## src/rtl/hps_pio_pkg.sv

```systemverilog
// Shared register map and bit positions for the HPS multi-channel parallel input port.
package hps_pio_pkg;

    localparam int unsigned REG_CTRL       = 32'd0;
    localparam int unsigned REG_STATUS     = 32'd1;
    localparam int unsigned REG_SAMPLE_CNT = 32'd2;
    localparam int unsigned REG_SNAP_BASE  = 32'd4;

    localparam int unsigned BIT_FREEZE = 32'd0;
    localparam int unsigned BIT_IRQ_EN = 32'd1;
    localparam int unsigned BIT_NEW    = 32'd0;
    localparam int unsigned BIT_MISSED = 32'd1;

    // Sticky status bit: a set in the same cycle as a write-1-to-clear wins.
    function automatic logic w1c_next(input logic cur, input logic set, input logic clr);
        return set | (cur & ~clr);
    endfunction

endpackage

```

## src/rtl/hps_pio_snap_bank.sv

```systemverilog
// Snapshot registers for all channels, loaded together, with a channel-indexed read port.
module hps_pio_snap_bank
    import hps_pio_pkg::*;
#(
    parameter int NCH = 4,
    parameter int DW  = 28,
    parameter int SW  = 2
) (
    input  logic              clk,
    input  logic              reset_n,
    input  logic              load,
    input  logic [NCH*DW-1:0] in_port,
    input  logic [SW-1:0]     rd_sel,
    output logic [DW-1:0]     rd_data
);

    logic [DW-1:0] snap_q [NCH];

    // Capture every channel in the same cycle so the bank is always coherent.
    always_ff @(posedge clk or negedge reset_n) begin
        if (!reset_n) begin
            for (int i = 0; i < NCH; i++) begin
                snap_q[i] <= {DW{1'b0}};
            end
        end else if (load) begin
            for (int i = 0; i < NCH; i++) begin
                snap_q[i] <= in_port[i*DW +: DW];
            end
        end
    end

    // AND-OR read mux; an out-of-range index returns zero.
    always_comb begin
        rd_data = {DW{1'b0}};
        for (int i = 0; i < NCH; i++) begin
            rd_data = rd_data | ({DW{int'(rd_sel) == i}} & snap_q[i]);
        end
    end

endmodule

```

## src/rtl/hps_multi_pio_in.sv

```systemverilog
// Avalon-MM slave exposing coherent snapshots of NCH input channels, a sample counter,
// sticky status flags and a level interrupt.
module hps_multi_pio_in
    import hps_pio_pkg::*;
#(
    parameter int NCH = 4,
    parameter int DW  = 28,
    parameter int AW  = $clog2(NCH + 4)
) (
    input  logic              clk,
    input  logic              reset_n,
    input  logic [AW-1:0]     address,
    input  logic              write,
    input  logic [31:0]       writedata,
    output logic [31:0]       readdata,
    input  logic [NCH*DW-1:0] in_port,
    input  logic              in_valid,
    output logic              irq
);

    localparam int          SW       = (NCH > 1) ? $clog2(NCH) : 1;
    localparam int unsigned SNAP_END = REG_SNAP_BASE + NCH;

    logic [1:0]    ctrl_q, ctrl_d;
    logic [1:0]    status_q, status_d;
    logic [31:0]   sample_cnt_q, sample_cnt_d;
    logic [31:0]   readdata_q, readdata_d;
    logic          irq_q, irq_d;

    logic [31:0]   addr_s;
    logic          wr_ctrl_s, wr_status_s;
    logic          sample_s, missed_s;
    logic [1:0]    clr_s;
    logic          is_snap_s;
    logic [SW-1:0] snap_sel_s;
    logic [DW-1:0] snap_rd_s;
    logic          unused_wdata_s;

    assign addr_s         = 32'(address);
    assign wr_ctrl_s      = write && (addr_s == REG_CTRL);
    assign wr_status_s    = write && (addr_s == REG_STATUS);
    // FREEZE is the registered value, so an in_valid alongside a CTRL write sees the old setting.
    assign sample_s       = in_valid & ~ctrl_q[BIT_FREEZE];
    assign missed_s       = in_valid &  ctrl_q[BIT_FREEZE];
    assign is_snap_s      = (addr_s >= REG_SNAP_BASE) && (addr_s < SNAP_END);
    assign snap_sel_s     = SW'(addr_s - REG_SNAP_BASE);
    assign unused_wdata_s = ^writedata[31:2];

    hps_pio_snap_bank #(
        .NCH (NCH),
        .DW  (DW),
        .SW  (SW)
    ) u_snap_bank (
        .clk     (clk),
        .reset_n (reset_n),
        .load    (sample_s),
        .in_port (in_port),
        .rd_sel  (snap_sel_s),
        .rd_data (snap_rd_s)
    );

    // Next-state for control, status, counter and interrupt.
    always_comb begin
        ctrl_d       = ctrl_q;
        status_d     = status_q;
        sample_cnt_d = sample_cnt_q;
        clr_s        = 2'b00;

        if (wr_ctrl_s) begin
            ctrl_d = writedata[1:0];
        end else begin
            ctrl_d = ctrl_q;
        end

        if (wr_status_s) begin
            clr_s = writedata[1:0];
        end else begin
            clr_s = 2'b00;
        end
        status_d[BIT_NEW]    = w1c_next(status_q[BIT_NEW], sample_s, clr_s[BIT_NEW]);
        status_d[BIT_MISSED] = w1c_next(status_q[BIT_MISSED], missed_s, clr_s[BIT_MISSED]);

        if (sample_s) begin
            sample_cnt_d = sample_cnt_q + 32'd1;
        end else begin
            sample_cnt_d = sample_cnt_q;
        end

        irq_d = status_q[BIT_NEW] & ctrl_q[BIT_IRQ_EN];
    end

    // Read mux; readdata is registered so reads have one cycle of latency and no side effects.
    always_comb begin
        readdata_d = 32'd0;
        if (addr_s == REG_CTRL) begin
            readdata_d = {30'd0, ctrl_q};
        end else if (addr_s == REG_STATUS) begin
            readdata_d = {30'd0, status_q};
        end else if (addr_s == REG_SAMPLE_CNT) begin
            readdata_d = sample_cnt_q;
        end else if (is_snap_s) begin
            readdata_d = 32'(snap_rd_s);
        end else begin
            readdata_d = 32'd0;
        end
    end

    // State registers.
    always_ff @(posedge clk or negedge reset_n) begin
        if (!reset_n) begin
            ctrl_q       <= 2'b00;
            status_q     <= 2'b00;
            sample_cnt_q <= 32'd0;
            readdata_q   <= 32'd0;
            irq_q        <= 1'b0;
        end else begin
            ctrl_q       <= ctrl_d;
            status_q     <= status_d;
            sample_cnt_q <= sample_cnt_d;
            readdata_q   <= readdata_d;
            irq_q        <= irq_d;
        end
    end

    assign readdata = readdata_q;
    assign irq      = irq_q;

endmodule

```

## config.mk

```make
export PLATFORM = sky130hd
export DESIGN_NAME = hps_multi_pio_in
export DESIGN_NICKNAME = d
export VERILOG_FILES = /design/src/rtl/hps_pio_pkg.sv /design/src/rtl/hps_pio_snap_bank.sv /design/src/rtl/hps_multi_pio_in.sv
export SDC_FILE = /design/constraint.sdc
export NUM_CORES = 1
export LEC_CHECK = 0
export BUFFER_PORTS_ARGS = -buffer_cell sky130_fd_sc_hd__buf_2
export CAP_MARGIN = 15
export CELL_PAD_IN_SITES_DETAIL_PLACEMENT = 1
export CELL_PAD_IN_SITES_GLOBAL_PLACEMENT = 1
export CORE_UTILIZATION = 44
export DETAILED_ROUTE_END_ITERATION = 6
export GPL_TIMING_DRIVEN = 0
export PLACE_DENSITY_LB_ADDON = 0.1
export SLEW_MARGIN = 20
export SYNTH_ARGS = -nofsm -noshare
export SYNTH_HDL_FRONTEND = slang
export SYNTH_SLANG_ARGS = --single-unit
```

## constraint.sdc

```tcl
create_clock -name clk -period 3.6 [get_ports clk]
set_input_delay 0.54 -clock clk [delete_from_list [all_inputs] [get_ports clk]]
set_output_delay 0.54 -clock clk [all_outputs]
set_load 0.01 [all_outputs]
```

==> metrics.csv <==
stage,metric,value,unit
status,run status,"finished, final reports clean",
die,Core ar.,17240,µm²
clock_network,Root Buffer,clkbuf_16,
setup_path,reg2reg setup slack,1.39,ns
timing,Hold WS,0.08611,ns
clock_network,setup bufs post-CTS,0,
die,starting density of the core,44.88,%
timing,Fin Setup TNS,0,ns
yosys,register area share after synthesis,58.55,%
power_and_ir_drop,Tot Pwr,5.687,mW
final_layout,layout cells sized above 1,25.19,%
setup_path,nature of the critical path startpoint,flip-flop,
setup_path,CP Data Required Time,3.96,ns
die,Top Ports,184,
timing,Final WS setup,1.386,ns
job,max_cap viols,0,
grt,first-pass GRT wire length,36850,µm
routing,final wirelength,23240,µm
timing,count of final setup violators,0,
setup_path,FF-to-FF Start,ctrl_q[0]$_DFFE_PN0P_,
clock_network,TritonCTS clock tree,yes,
die,Die ar.,18120,µm²
timing,Hold Fails Final Rpt,0,
grt,initial antenna violation count,1,
yosys,most frequent cell after synthesis,nand2_1,
clock_network,Clock Pin Slew Worst Setup and Hold Paths,0.06,ns
yosys,synthesized flop and latch total,181,
final_layout,Final Non-Filler Cells,1155,
routing,via count,6086,
power_and_ir_drop,PwrDens,605.2,nW/µm²
yosys,Cell variety after synth,36,
yosys,"EDFF count, synth",0,
clock_network,cts-stage hold buffer count,0,
timing,post-layout min period,2.214,ns
clock_network,cts repair resizes,0,
setup_path,"Largest stage delay, worst path",0.56,ns
place,Setup Slack @ Placement,1.170,ns
grt,GRT Overall Usage,27.56,%
yosys,post-synth top area share,58.55,%
timing,Worst Tran Pin Value,0.8225,ns
grt,largest net degree at the start of global routing,99,
timing,pins over their slew limit,0,
yosys,cells after synthesis,746,
yosys,syn avg cell area,10.37,µm²
final_layout,Syn-to-layout area delta,21.46,%
routing,routed len/inst,20.12,µm
routing,drt pass-1 iters,4,
final_layout,Final Util,54.52,%
timing,Max-slew headroom,45.17,%
die,die height,134.6,µm
final_layout,design area,9397,µm²
power_and_ir_drop,maximum vdd drop,0.3638,mV
yosys,Post-synth top cells,"354 x nand2_1, 181 x dfrtp_1, 32 x clkbuf_1",
yosys,Post-Syn Area,7736,µm²
yosys,prevailing post-synth register cell,dfrtp_1,
min_path,Worst Hold Class,input port to asynchronous set/reset pin,
final_layout,NumNets Final,1068,
setup_path,CP Max Fanout,10,
place,buffers added on ports,150,
clock_network,worst-skew pair later-pin latency,0.43,ns
routing,drt initial violations,410,
yosys,yosys synthesis warning count,0,
routing,DRC,0,
clock_network,CTS H-tree depth,4,
timing,period utilization,61.50,%
routing,vias per inst,5.269,
setup_path,ordered cell list for the critical path,nand2b_4 -> clkbuf_1 -> clkbuf_1 -> buf_1 -> nand2_1 -> nand2_1,
timing,RSZ-0062 raised after global routing,false,
setup_path,crit path max-delay cell type,buf_1,
yosys,cell taking the most area after synthesis,dfrtp_1,
setup_path,WS Path Type,flip-flop to flip-flop,
die,Site Rows,48,
place,DP Wirelength,15840,µm
grt,GRT overflow,0,
timing,final clock skew,0.006273,ns
grt,vias in the first global route,6731,
setup_path,Worst R2R Path Depth,6,
yosys,top post-synthesis cells by area,"dfrtp_1 59%, nand2_1 17%, mux4_2 8.2%, a22o_1 2.9%, xor2_1 2.2%",
routing,Final ANT Viol Nets,0,
setup_path,CP Capture Type,flip-flop,
yosys,post-synthesis async set-or-reset flop share,100.0,%
setup_path,Critical Path AT,2.58,ns
timing,highest clock rate,451.7,MHz
place,Final Wtd Congestion,0.7706,
clock_network,clk buf depth,2,
yosys,Mapped Nets,898,
place,total placed instance area,8806,µm²
power_and_ir_drop,Pleak,4.810,nW
clock_network,CTS buffer count,17,
place,placed cells,1122,
setup_path,Reg-to-Reg End,u_snap_bank.snap_q[49]$_DFFE_PN0P_,
clock_network,CTS sink count,181,
die,Die W,134.6,µm
-- placed cells by master (no fill, tap or decap), types with 2 or more instances in the layout --
master / netlist / routed
inv_1: 10 / 10
bufinv_16: 0 / 2
nor3_1: 8 / 8
mux4_2: 28 / 28
clkbuf_1: 32 / 32
xnor2_1: 12 / 12
dfrtp_1: 181 / 181
xor2_1: 19 / 19
nor4_2: 5 / 5
buf_6: 4 / 4
clkbuf_16: 0 / 17
a21oi_1: 2 / 2
inv_6: 0 / 6
clkinv_2: 0 / 4
nor2b_1: 2 / 2
nor4_1: 4 / 4
nand2_1: 354 / 354
nand3_1: 7 / 7
a211oi_1: 2 / 2
nor2_1: 10 / 10
nand4_1: 4 / 4
mux2_2: 2 / 2
buf_1: 6 / 6
mux2i_1: 2 / 2
buf_2: 4 / 153
or4_4: 2 / 2
and2_1: 7 / 7
and4_1: 2 / 2
a22o_1: 26 / 26
-- cell type report --
cell class | instances | area, µm²
Fill cell | 1943 | 7840
Sequential cell | 181 | 4529
Multi-Input combinational cell | 509 | 2962
Timing Repair Buffer | 151 | 788.3
Clock buffer | 18 | 439.2
Tap cell | 225 | 281.5
Buffer | 46 | 207.7
Clock inverter | 14 | 148.9
Inverter | 10 | 37.54
Antenna cell | 1 | 2.502
-- routing by layer --
layer	wire length (µm)	GRT usage, %	part of all wire [%]
met4	407	9.613	1.8
met1	9747	35.14	42
met2	12200	47.75	52
met3	887	4.467	3.8
met5	0	0	0
-- power by group --
part / internal (mW) / switching [mW] / total (mW)
Combinational: 0.468 / 0.604 / 1.07
Clock: 1.05 / 0.831 / 1.88
Sequential: 2.45 / 0.287 / 2.73
-- cells by family after synthesis --
family	count (synthesis)	share of synthesized area, %
xor+xnor	31	3.510
simple gates	414	22.51
compound gates	31	3.396
buf+inv	56	3.170
fa+ha+maj	1	0.1617
mux	32	8.701
flops	181	58.55
-- sequential cells by signal, indices dropped and copies added (netlist names) --
register	count
u_snap_bank.snap_q	112
ctrl_q	2
readdata	32
irq	1
sample_cnt_q	32
status_q	2
-- how the worst max path moves through the flow --
stage / cells after the start / to / startpoint
finish: 6 / u_snap_bank.snap_q[49]$_DFFE_PN0P_ / ctrl_q[0]$_DFFE_PN0P_
global route: 6 / u_snap_bank.snap_q[16]$_DFFE_PN0P_ / ctrl_q[0]$_DFFE_PN0P_
CTS: 6 / u_snap_bank.snap_q[23]$_DFFE_PN0P_ / ctrl_q[0]$_DFFE_PN0P_
detailed placement: 7 / u_snap_bank.snap_q[52]$_DFFE_PN0P_ / in_valid
global placement: 1 / u_snap_bank.snap_q[6]$_DFFE_PN0P_ / reset_n
floorplan: 4 / readdata[10]$_DFF_PN0_ / address[0]
-- worst max-delay path: cells and delay by family (launching register included) --
kind	cells	cell delay, ns
flip-flops	1	0.42
buffers and inverters	3	1.32
AND/OR/NAND/NOR	3	0.40
Power figures use the tool's default switching activity.
